===== src/rtl/axi_lite_pkg.sv =====
// Shared AXI4-Lite types: response codes and the command-master FSM encoding.
package axi_lite_pkg;

    typedef enum logic [1:0] {
        RESP_OKAY   = 2'd0,
        RESP_EXOKAY = 2'd1,
        RESP_SLVERR = 2'd2,
        RESP_DECERR = 2'd3
    } resp_t;

    typedef enum logic [2:0] {
        ST_IDLE    = 3'd0,
        ST_WR_REQ  = 3'd1,
        ST_WR_RESP = 3'd2,
        ST_RD_REQ  = 3'd3,
        ST_RD_DATA = 3'd4,
        ST_RESP    = 3'd5
    } m_axi_cmd_state_t;

endpackage


===== src/rtl/m_axi_cmd.sv =====
// AXI4-Lite master: one local command becomes one AW+W+B or AR+R transaction and one response.
// Optional hung-slave abort is compiled in with `M_AXI_CMD_TIMEOUT_EN.
module m_axi_cmd
    import axi_lite_pkg::*;
#(
    parameter int DATA_WIDTH     = 32,
    parameter int ADDR_WIDTH     = 32,
    parameter int TIMEOUT_CYCLES = 256
) (
    input  logic                    clk,
    input  logic                    areset,
    // Every channel below: a transfer happens on a rising edge where valid && ready;
    // a valid, once raised, stays high with a stable payload until that edge.
    input  logic                    cmd_valid_i,
    output logic                    cmd_ready_o,
    input  logic                    cmd_write_i,
    input  logic [ADDR_WIDTH-1:0]   cmd_addr_i,
    input  logic [DATA_WIDTH-1:0]   cmd_wdata_i,
    input  logic [DATA_WIDTH/8-1:0] cmd_wstrb_i,
    output logic                    rsp_valid_o,
    input  logic                    rsp_ready_i,
    output logic [DATA_WIDTH-1:0]   rsp_rdata_o,
    output logic [1:0]              rsp_resp_o,
    output logic                    rsp_timeout_o,
    output logic [ADDR_WIDTH-1:0]   awaddr_o,
    output logic                    awvalid_o,
    input  logic                    awready_i,
    output logic [DATA_WIDTH-1:0]   wdata_o,
    output logic [DATA_WIDTH/8-1:0] wstrb_o,
    output logic                    wvalid_o,
    input  logic                    wready_i,
    input  logic [1:0]              bresp_i,
    input  logic                    bvalid_i,
    output logic                    bready_o,
    output logic [ADDR_WIDTH-1:0]   araddr_o,
    output logic                    arvalid_o,
    input  logic                    arready_i,
    input  logic [DATA_WIDTH-1:0]   rdata_i,
    input  logic [1:0]              rresp_i,
    input  logic                    rvalid_i,
    output logic                    rready_o,
    output m_axi_cmd_state_t        dbg_state_o
);

    m_axi_cmd_state_t        r_state;
    logic                    r_cmd_ready;
    logic [ADDR_WIDTH-1:0]   r_addr;
    logic [DATA_WIDTH-1:0]   r_wdata;
    logic [DATA_WIDTH/8-1:0] r_wstrb;
    logic                    r_awvalid;
    logic                    r_wvalid;
    logic                    r_aw_done;
    logic                    r_w_done;
    logic                    r_bready;
    logic                    r_arvalid;
    logic                    r_rready;
    logic                    r_rsp_valid;
    logic [DATA_WIDTH-1:0]   r_rsp_rdata;
    logic [1:0]              r_rsp_resp;
    logic                    w_aw_done_nxt;
    logic                    w_w_done_nxt;

    // Completion as of this edge, so simultaneous AW/W handshakes leave WR_REQ at once.
    assign w_aw_done_nxt = r_aw_done | (r_awvalid & awready_i);
    assign w_w_done_nxt  = r_w_done  | (r_wvalid  & wready_i);

`ifdef M_AXI_CMD_TIMEOUT_EN
    localparam int CNT_W = $clog2(TIMEOUT_CYCLES + 1);

    logic [CNT_W-1:0] r_busy_cnt;
    logic             r_rsp_timeout;
    logic             w_busy;
    logic             w_timeout;

    assign w_busy = (r_state == ST_WR_REQ) || (r_state == ST_WR_RESP) ||
                    (r_state == ST_RD_REQ) || (r_state == ST_RD_DATA);
    // The counter would reach the limit on this edge: abort instead of counting further.
    assign w_timeout = w_busy && (r_busy_cnt == CNT_W'(TIMEOUT_CYCLES - 1));

    always_ff @(posedge clk or posedge areset) begin
        if (areset) begin
            r_busy_cnt <= '0;
        end else if (r_state == ST_IDLE && cmd_valid_i) begin
            r_busy_cnt <= '0;
        end else if (w_busy) begin
            r_busy_cnt <= r_busy_cnt + 1'b1;
        end
    end

    assign rsp_timeout_o = r_rsp_timeout;
`else
    logic w_unused_timeout;
    assign w_unused_timeout = (TIMEOUT_CYCLES == 0);
    assign rsp_timeout_o    = 1'b0;
`endif

    always_ff @(posedge clk or posedge areset) begin
        if (areset) begin
            r_state       <= ST_IDLE;
            r_cmd_ready   <= 1'b1;
            r_addr        <= '0;
            r_wdata       <= '0;
            r_wstrb       <= '0;
            r_awvalid     <= 1'b0;
            r_wvalid      <= 1'b0;
            r_aw_done     <= 1'b0;
            r_w_done      <= 1'b0;
            r_bready      <= 1'b0;
            r_arvalid     <= 1'b0;
            r_rready      <= 1'b0;
            r_rsp_valid   <= 1'b0;
            r_rsp_rdata   <= '0;
            r_rsp_resp    <= '0;
`ifdef M_AXI_CMD_TIMEOUT_EN
            r_rsp_timeout <= 1'b0;
`endif
        end else begin
            case (r_state)
                ST_IDLE: begin
                    if (cmd_valid_i) begin
                        r_addr      <= cmd_addr_i;
                        r_wdata     <= cmd_wdata_i;
                        r_wstrb     <= cmd_wstrb_i;
                        r_cmd_ready <= 1'b0;
                        r_aw_done   <= 1'b0;
                        r_w_done    <= 1'b0;
`ifdef M_AXI_CMD_TIMEOUT_EN
                        r_rsp_timeout <= 1'b0;
`endif
                        if (cmd_write_i) begin
                            r_awvalid <= 1'b1;
                            r_wvalid  <= 1'b1;
                            r_state   <= ST_WR_REQ;
                        end else begin
                            r_arvalid <= 1'b1;
                            r_state   <= ST_RD_REQ;
                        end
                    end
                end
                ST_WR_REQ: begin
                    if (r_awvalid && awready_i) begin
                        r_awvalid <= 1'b0;
                        r_aw_done <= 1'b1;
                    end
                    if (r_wvalid && wready_i) begin
                        r_wvalid <= 1'b0;
                        r_w_done <= 1'b1;
                    end
                    if (w_aw_done_nxt && w_w_done_nxt) begin
                        r_bready <= 1'b1;
                        r_state  <= ST_WR_RESP;
                    end
                end
                ST_WR_RESP: begin
                    if (bvalid_i) begin
                        r_bready    <= 1'b0;
                        r_rsp_resp  <= bresp_i;
                        r_rsp_rdata <= '0;
                        r_rsp_valid <= 1'b1;
                        r_state     <= ST_RESP;
                    end
                end
                ST_RD_REQ: begin
                    if (arready_i) begin
                        r_arvalid <= 1'b0;
                        r_rready  <= 1'b1;
                        r_state   <= ST_RD_DATA;
                    end
                end
                ST_RD_DATA: begin
                    if (rvalid_i) begin
                        r_rready    <= 1'b0;
                        r_rsp_rdata <= rdata_i;
                        r_rsp_resp  <= rresp_i;
                        r_rsp_valid <= 1'b1;
                        r_state     <= ST_RESP;
                    end
                end
                ST_RESP: begin
                    if (rsp_ready_i) begin
                        r_rsp_valid <= 1'b0;
                        r_cmd_ready <= 1'b1;
                        r_state     <= ST_IDLE;
                    end
                end
                default: begin
                    r_state     <= ST_IDLE;
                    r_cmd_ready <= 1'b1;
                end
            endcase
`ifdef M_AXI_CMD_TIMEOUT_EN
            // Hung slave: drop every channel and report DECERR rather than wait forever.
            if (w_timeout) begin
                r_awvalid     <= 1'b0;
                r_wvalid      <= 1'b0;
                r_bready      <= 1'b0;
                r_arvalid     <= 1'b0;
                r_rready      <= 1'b0;
                r_rsp_resp    <= RESP_DECERR;
                r_rsp_rdata   <= '0;
                r_rsp_timeout <= 1'b1;
                r_rsp_valid   <= 1'b1;
                r_state       <= ST_RESP;
            end
`endif
        end
    end

    assign cmd_ready_o = r_cmd_ready;
    assign rsp_valid_o = r_rsp_valid;
    assign rsp_rdata_o = r_rsp_rdata;
    assign rsp_resp_o  = r_rsp_resp;
    assign awaddr_o    = r_addr;
    assign araddr_o    = r_addr;
    assign awvalid_o   = r_awvalid;
    assign wdata_o     = r_wdata;
    assign wstrb_o     = r_wstrb;
    assign wvalid_o    = r_wvalid;
    assign bready_o    = r_bready;
    assign arvalid_o   = r_arvalid;
    assign rready_o    = r_rready;
    assign dbg_state_o = r_state;

endmodule


===== config.mk =====
export PLATFORM = sky130hd
export DESIGN_NAME = m_axi_cmd
export DESIGN_NICKNAME = d
export VERILOG_FILES = /design/src/rtl/axi_lite_pkg.sv /design/src/rtl/m_axi_cmd.sv
export SDC_FILE = /design/constraint.sdc
export NUM_CORES = 1
export LEC_CHECK = 0
export ABC_CLOCK_PERIOD_IN_PS = 4000
export CORE_MARGIN = 1.5
export CORE_UTILIZATION = 30
export DETAILED_ROUTE_END_ITERATION = 8
export PLACE_DENSITY_LB_ADDON = 0.08
export SYNTH_ARGS = -nofsm -noshare
export SYNTH_HDL_FRONTEND = slang
export SYNTH_SLANG_ARGS = --single-unit

===== constraint.sdc =====
create_clock -name clk -period 4 [get_ports clk]
set_input_delay 0.4 -clock clk [delete_from_list [all_inputs] [get_ports clk]]
set_output_delay 0.4 -clock clk [all_outputs]
set_load 0.01 [all_outputs]

==> impl_metrics.csv, run 1 <==
group,metric,value,unit
outcome,outcome,"complete, no violations",
final_layout,fillers,1354,
final_layout,diodes,0,
logic_synthesis,synthCells,335,
worst_setup_path,cp-start-kind,"flip-flop",
sta,maxSlewViolCount,0,
placed_design,preCtsSetupSlack,1.536,ns
job,max_cap_viol_count,0,
logic_synthesis,ys_warn_count,0,
clock_network,clk_pin_slew,0.06,ns
worst_setup_path,regToRegStartpoint,"dbg_state_o[2]",
die,die_h,128.1,µm
logic_synthesis,netlist.area_leader.share,60.20,%
clock_network,hold_buffers,0,
final_layout,utilization,50.88,%
route,wl_per_cell,15.76,µm
die,core-area,0.01526,mm²
sta,hold_viol,0,
sta,fmax,444.4,MHz
die,die_x,128.1,µm
clock_network,tritoncts,"yes",
sta,min_period,2.250,ns
route,vias,3507,
worst_setup_path,crit_family,"flip-flops",
sta,finalClockSkew,0.008330,ns
sta,rsz0062_at_grt,"false",
die,ioPinCount,259,
worst_setup_path,cp_max_fo,19,
logic_synthesis,postSynthAreaPerCell,14.02,µm²
grt,gr-max-usage-layer,"met2",
worst_setup_path,crit_type,"reg -> out",
worst_setup_path,startpoint,"dbg_state_o[0]",
grt,overflow,0,
clock_network,insertion_delay,0.41,ns
placed_design,gp_congestion,0.7619,
die,dieArea,0.01642,mm²
grt,grt_max_degree,73,
placed_design,io_buffers,257,
worst_setup_path,critPathMaxStageDelay,0.77,ns
clock_network,cts_buffers,17,
clock_network,clock_sinks,114,
die,start_util,30.78,%
worst_setup_path,cp_cell_sequence,"clkdlybuf4s50_1",
placed_design,dp_hpwl,8800,µm
logic_synthesis,yosysUniqueCellTypes,37,
min_path,hold_path_class,"reg -> reg",
sta,whs,0.4799,ns
grt,grt_use_total,15.41,%
final_layout,layout-drive-gt1-share,18.09,%
sta,finalSetupTns,0,ns
final_layout,final_cells,786,
power,p_per_area,847.0,mW/mm²
final_layout,final_nets,676,
power,leakage,3.206,nW
route,detail-route-antenna-nets,0,
grt,use_met3,5.467,%
logic_synthesis,synth-edff-count,0,
worst_setup_path,critPathRequiredTime,3.60,ns
worst_setup_path,path_buf_inv,1,
die,row_count,45,
clock_network,cts_setup_buffers,0,
route,firstDrtPassIters,5,
sta,worst_slack,1.750,ns
logic_synthesis,synthArstFlopShare,100.0,%
sta,relSlewSlack,18.70,%
power,max-vdd-ir-drop,510.6,µV
sta,worst_slew_pin_slew,1.216,ns
logic_synthesis,ys_seq_elements,114,
min_path,min_from,"rsp_resp_o[0]",
final_layout,syn_to_final_growth,65.29,%
grt,met2_usage,25.52,%
sta,setup_viol,0,
logic_synthesis,synth_commonest_cells,"113 x dfrtp_1, 63 x mux2_2, 34 x buf_4",
clock_network,ctsHtreeMaxLevel,4,
logic_synthesis,synth_ff_type,"dfrtp_1",
grt,met1_usage,17.94,%
route,totalWireLength,12390,µm
worst_setup_path,cp_data_arrival_time,1.85,ns
route,via_per_inst,4.462,
logic_synthesis,synth_area_leaders,"dfrtp_1 60%, mux2_2 15%, a22o_1 6.0%, buf_4 5.4%, buf_6 1.7%",
logic_synthesis,yosysMostFrequentCell,"dfrtp_1",
sta,finalCritPeriodShare,56.26,%
worst_setup_path,worstSetupEndpointType,"output pin",
logic_synthesis,yosysSeqAreaShare,60.76,%
logic_synthesis,synth_top_area_cell,"dfrtp_1",
placed_design,dp.cells,754,
clock_network,cts_root_buf,"clkbuf_16",
logic_synthesis,syn-cell-area,0.004697,mm²
logic_synthesis,synth.net_count,449,
grt,grt_pass1_vias,3619,
clock_network,cts_resized,0,
route,drc_errors,0,
route,drt_iter0_drc,98,
clock_network,clockBufferDepth,2,
grt,grt_first_pass_wirelength,19240,µm
grt,antenna_found_initial,0,
worst_setup_path,slowest_stage,"dfrtp_1",
-- metal layers --
metal	routed length [µm]	vias to the layer above
met5	0	-
met4	294	0
met3	917	21
met2	6066	165
met1	5108	1701
li1	-	1620
-- logic make-up after synthesis --
logic type,count (synthesis),share of synthesized area (%)
other,1,0.07984
AOI/OAI and AO/OA,62,9.537
muxes,71,16.97
buffers and inverters,54,8.338
DFF,114,60.76
and+or+nand+nor,33,4.316
-- worst register-to-register path: stages, from the launching register on --
cell and delay (ns):
dfrtp_1 0.55, nand2b_4 0.25, nor3_4 0.10, buf_4 0.70, mux2_2 0.51
-- placed cells by master, fill, tap and decap left out, types with 2 or more instances in the layout --
cell and instances:
clkinvlp_4 6, mux2_1 6, a21oi_1 11, mux2i_1 2, a22o_1 32, nand3_1 2
nand2b_1 2, dfrtp_1 113, nor3_4 2, a31oi_1 2, mux2_2 63, clkdlybuf4s50_1 257
o21ai_0 12, inv_1 2, nand2_1 9, clkinv_2 3, clkbuf_8 3, nor2_1 6
nand3b_1 3, clkbuf_16 17
-- flip-flops by register name, summed over array words and instances (netlist names) --
signal,count
rready_o,1
rsp_valid_o,1
bready_o,1
araddr_o,32
wvalid_o,1
dbg_state_o,3
rsp_resp_o,2
wdata_o,32
cmd_ready_o,1
arvalid_o,1
wstrb_o,4
rsp_rdata_o,32
r_aw_done,1
awvalid_o,1
r_w_done,1
-- path summary, 6_finish.rpt --
kind / to / slack, ns / cells past startpoint
worst max-delay path: dbg_state_o[0] / 1.75 / 1
worst min-delay path: rsp_resp_o[0] / 0.48 / 2
worst max register to register: araddr_o[20] / 1.77 / 4
worst min register to register: rsp_resp_o[0] / 0.48 / 2
max in group asynchronous: cmd_ready_o / 2.71 / 3
min in group asynchronous: wdata_o[19] / 0.50 / 2
-- final cells by class --
cell class	instances	area (µm²)	share of cell area, %
Tap cell	211	264.0	3.400
Timing Repair Buffer	259	2600	33.49
Sequential cell	114	2854	36.76
Inverter	3	13.76	0.1773
Clock inverter	12	107.6	1.386
Clock buffer	20	466.7	6.011
Multi-Input combinational cell	167	1458	18.78
-- power by group --
| part | internal, mW | switching [mW] | total, mW |
|---|---|---|---|
| Sequential | 1.74 | 0.420 | 2.16 |
| Combinational | 1.88 | 1.10 | 2.98 |
| Clock | 0.901 | 0.540 | 1.44 |
-- through the flow --
step | cell area (µm²) | power, mW
after floorplan | 4697 | 3.634
after global placement | 7189 | 5.142
after detailed placement | 7189 | 5.187
after CTS | 7764 | 6.680
after global routing | 7764 | 6.984
final | 7764 | 6.576
Note: power is estimated with default switching activity, not from simulation.
==> run 2: changes to the inputs <==
- ABC_CLOCK_PERIOD_IN_PS: 4000 -> 1800
- clock period: 4 -> 1.8 ns (I/O delays scaled with it)
==> run 2 against run 1 <==
Compared with the run above:
- clock power up 150%
- sequential power up 120%
- combinational power up 130%
- register-to-register slack worse by 1.6 ns
- critical path depth unchanged
- final cell count up 2.2%
- non-clock buffer count up 17
- clock-buffer cell count down 3
- wire length up 1.6%
==> impl_metrics.csv, run 2 (same netlist as run 1, synthesis figures left out) <==
group,metric,value,unit
die,core-area,0.01526,mm²
die,start_util,30.78,%
placed_design,io_buffers,257,
route,totalWireLength,12580,µm
die,ioPinCount,259,
sta,fmax,584.5,MHz
placed_design,preCtsSetupSlack,0.04600,ns
sta,setup_viol,0,
clock_network,clk_pin_slew,0.06,ns
final_layout,final_cell_mix,"257 x clkdlybuf4s50_1, 112 x dfrtp_1, 63 x mux2_2",
placed_design,dp.cells,771,
worst_setup_path,path_buf_inv,1,
worst_setup_path,cp_cell_sequence,"clkdlybuf4s50_1",
sta,rsz0062_at_grt,"false",
sta,maxSlewViolCount,0,
route,detail-route-antenna-nets,0,
clock_network,cts_buffers,17,
clock_network,cts_setup_buffers,0,
final_layout,diodes,0,
worst_setup_path,crit_type,"reg -> out",
grt,grt_max_degree,59,
job,max_cap_viol_count,0,
sta,finalCritPeriodShare,95.05,%
placed_design,gp_congestion,0.8168,
sta,worst_slack,0.08902,ns
placed_design,dp_hpwl,9376,µm
min_path,hold_path_class,"in -> async",
clock_network,ctsHtreeMaxLevel,4,
die,die_x,128.1,µm
power,max-vdd-ir-drop,681.5,µV
die,dieArea,0.01642,mm²
worst_setup_path,cp-start-kind,"flip-flop",
worst_setup_path,critPathRequiredTime,1.62,ns
final_layout,fillers,1310,
grt,grt_first_pass_wirelength,19180,µm
grt,grt_pass1_vias,3635,
final_layout,layout-drive-gt1-share,20.61,%
final_layout,final_cells,803,
die,row_count,45,
sta,finalClockSkew,0.008744,ns
sta,finalSetupTns,0,ns
worst_setup_path,crit_family,"buffers and inverters",
sta,whs,0.2270,ns
die,die_h,128.1,µm
route,wl_per_cell,15.67,µm
worst_setup_path,worstSetupEndpointType,"output pin",
route,via_per_inst,4.468,
clock_network,insertion_delay,0.42,ns
clock_network,clock_sinks,114,
power,p_per_area,1903,mW/mm²
sta,hold_viol,0,
worst_setup_path,cp_data_arrival_time,1.53,ns
outcome,outcome,"complete, no violations",
clock_network,cts_root_buf,"clkbuf_16",
grt,grt_use_total,15.37,%
worst_setup_path,slowest_stage,"clkdlybuf4s50_1",
final_layout,syn_to_final_growth,71.15,%
route,firstDrtPassIters,4,
route,drc_errors,0,
route,vias,3588,
clock_network,clockBufferDepth,2,
power,leakage,3.339,nW
route,drt_iter0_drc,127,
clock_network,tritoncts,"yes",
final_layout,final_nets,693,
worst_setup_path,cp_max_fo,7,
sta,min_period,1.711,ns
worst_setup_path,critPathMaxStageDelay,0.61,ns
grt,antenna_found_initial,0,
grt,overflow,0,
final_layout,final_common_cell,"clkdlybuf4s50_1",
run 2: changes by cell type in the layout (fill, tap and decap cells not counted), moves of 2 or more:
cell / change
buf_12: +7
buf_4: +10
bufinv_16: +3
clkbuf_8: -3
clkinv_2: -2
inv_6: +2
run 2: layout make-up:
class                      count  area, µm²  area share [%]
clock buffer                  17      425.4           5.292
multi-input combinational    167       1458           18.13
inverter                       3      15.01          0.1868
timing repair buffer         276       2815           35.02
sequential                   114       2855           35.52
tap                          211      264.0           3.284
clock inverter                15      206.4           2.568
run 2: per-layer routing:
layer / share of wire [%] / track usage (%) / up-vias
li1: - / - / 1650
met1: 42 / 19.00 / 1738
met2: 48 / 24.29 / 182
met3: 8.5 / 5.551 / 18
met4: 1.6 / 6.543 / 0
met5: 0 / 0 / -
run 2: power breakdown:
| group | leakage [nW] | switching, mW | internal [mW] |
|---|---|---|---|
| clock network | 0.293 | 1.24 | 2.32 |
| logic | 1.65 | 2.58 | 4.42 |
| registers | 1.39 | 0.861 | 3.87 |
| total | 3.34 | 4.68 | 10.6 |
run 2: worst reg2reg max path, delay by kind of cell, from the launching register on:
family                 cells  cell delay, ns
AND/OR/NAND/NOR            1            0.16
buffers and inverters      2            0.38
flip-flops                 1            0.47
AO/OA/AOI/OAI              2            0.47
run 2: what timing repair did:
| action | 4_1_cts | 5_1_grt |
|---|---|---|
| endpoints found under the setup margin | 0 | 1 |
| hold buffers | 0 | 0 |
| gates resized for setup | 0 | 1 |
run 2: path summary, 6_finish.rpt:
| kind | slack [ns] | start | end | cells after the start |
|---|---|---|---|---|
| worst min-delay path | 0.23 | areset | wstrb_o[0] | 3 |
| worst max-delay path | 0.09 | dbg_state_o[1] | dbg_state_o[1] | 1 |
| max in group asynchronous | 1.27 | areset | cmd_ready_o | 3 |
| min in group clk | 0.36 | rdata_i[27] | rsp_rdata_o[27] | 2 |
| worst min register to register | 0.49 | wdata_o[17] | wdata_o[17] | 1 |
| worst max register to register | 0.21 | dbg_state_o[1] | rsp_rdata_o[8] | 5 |
run 2: stage by stage:
step / util (%) / area (µm²) / power, mW
after floorplan: - / 4701 / 8.075
after global routing: 52.69 / 8039 / 16.17
after CTS: 52.68 / 8038 / 15.51
after detailed placement: 48.54 / 7406 / 11.86
after global placement: 48.54 / 7406 / 11.75
final: 52.69 / 8039 / 15.30
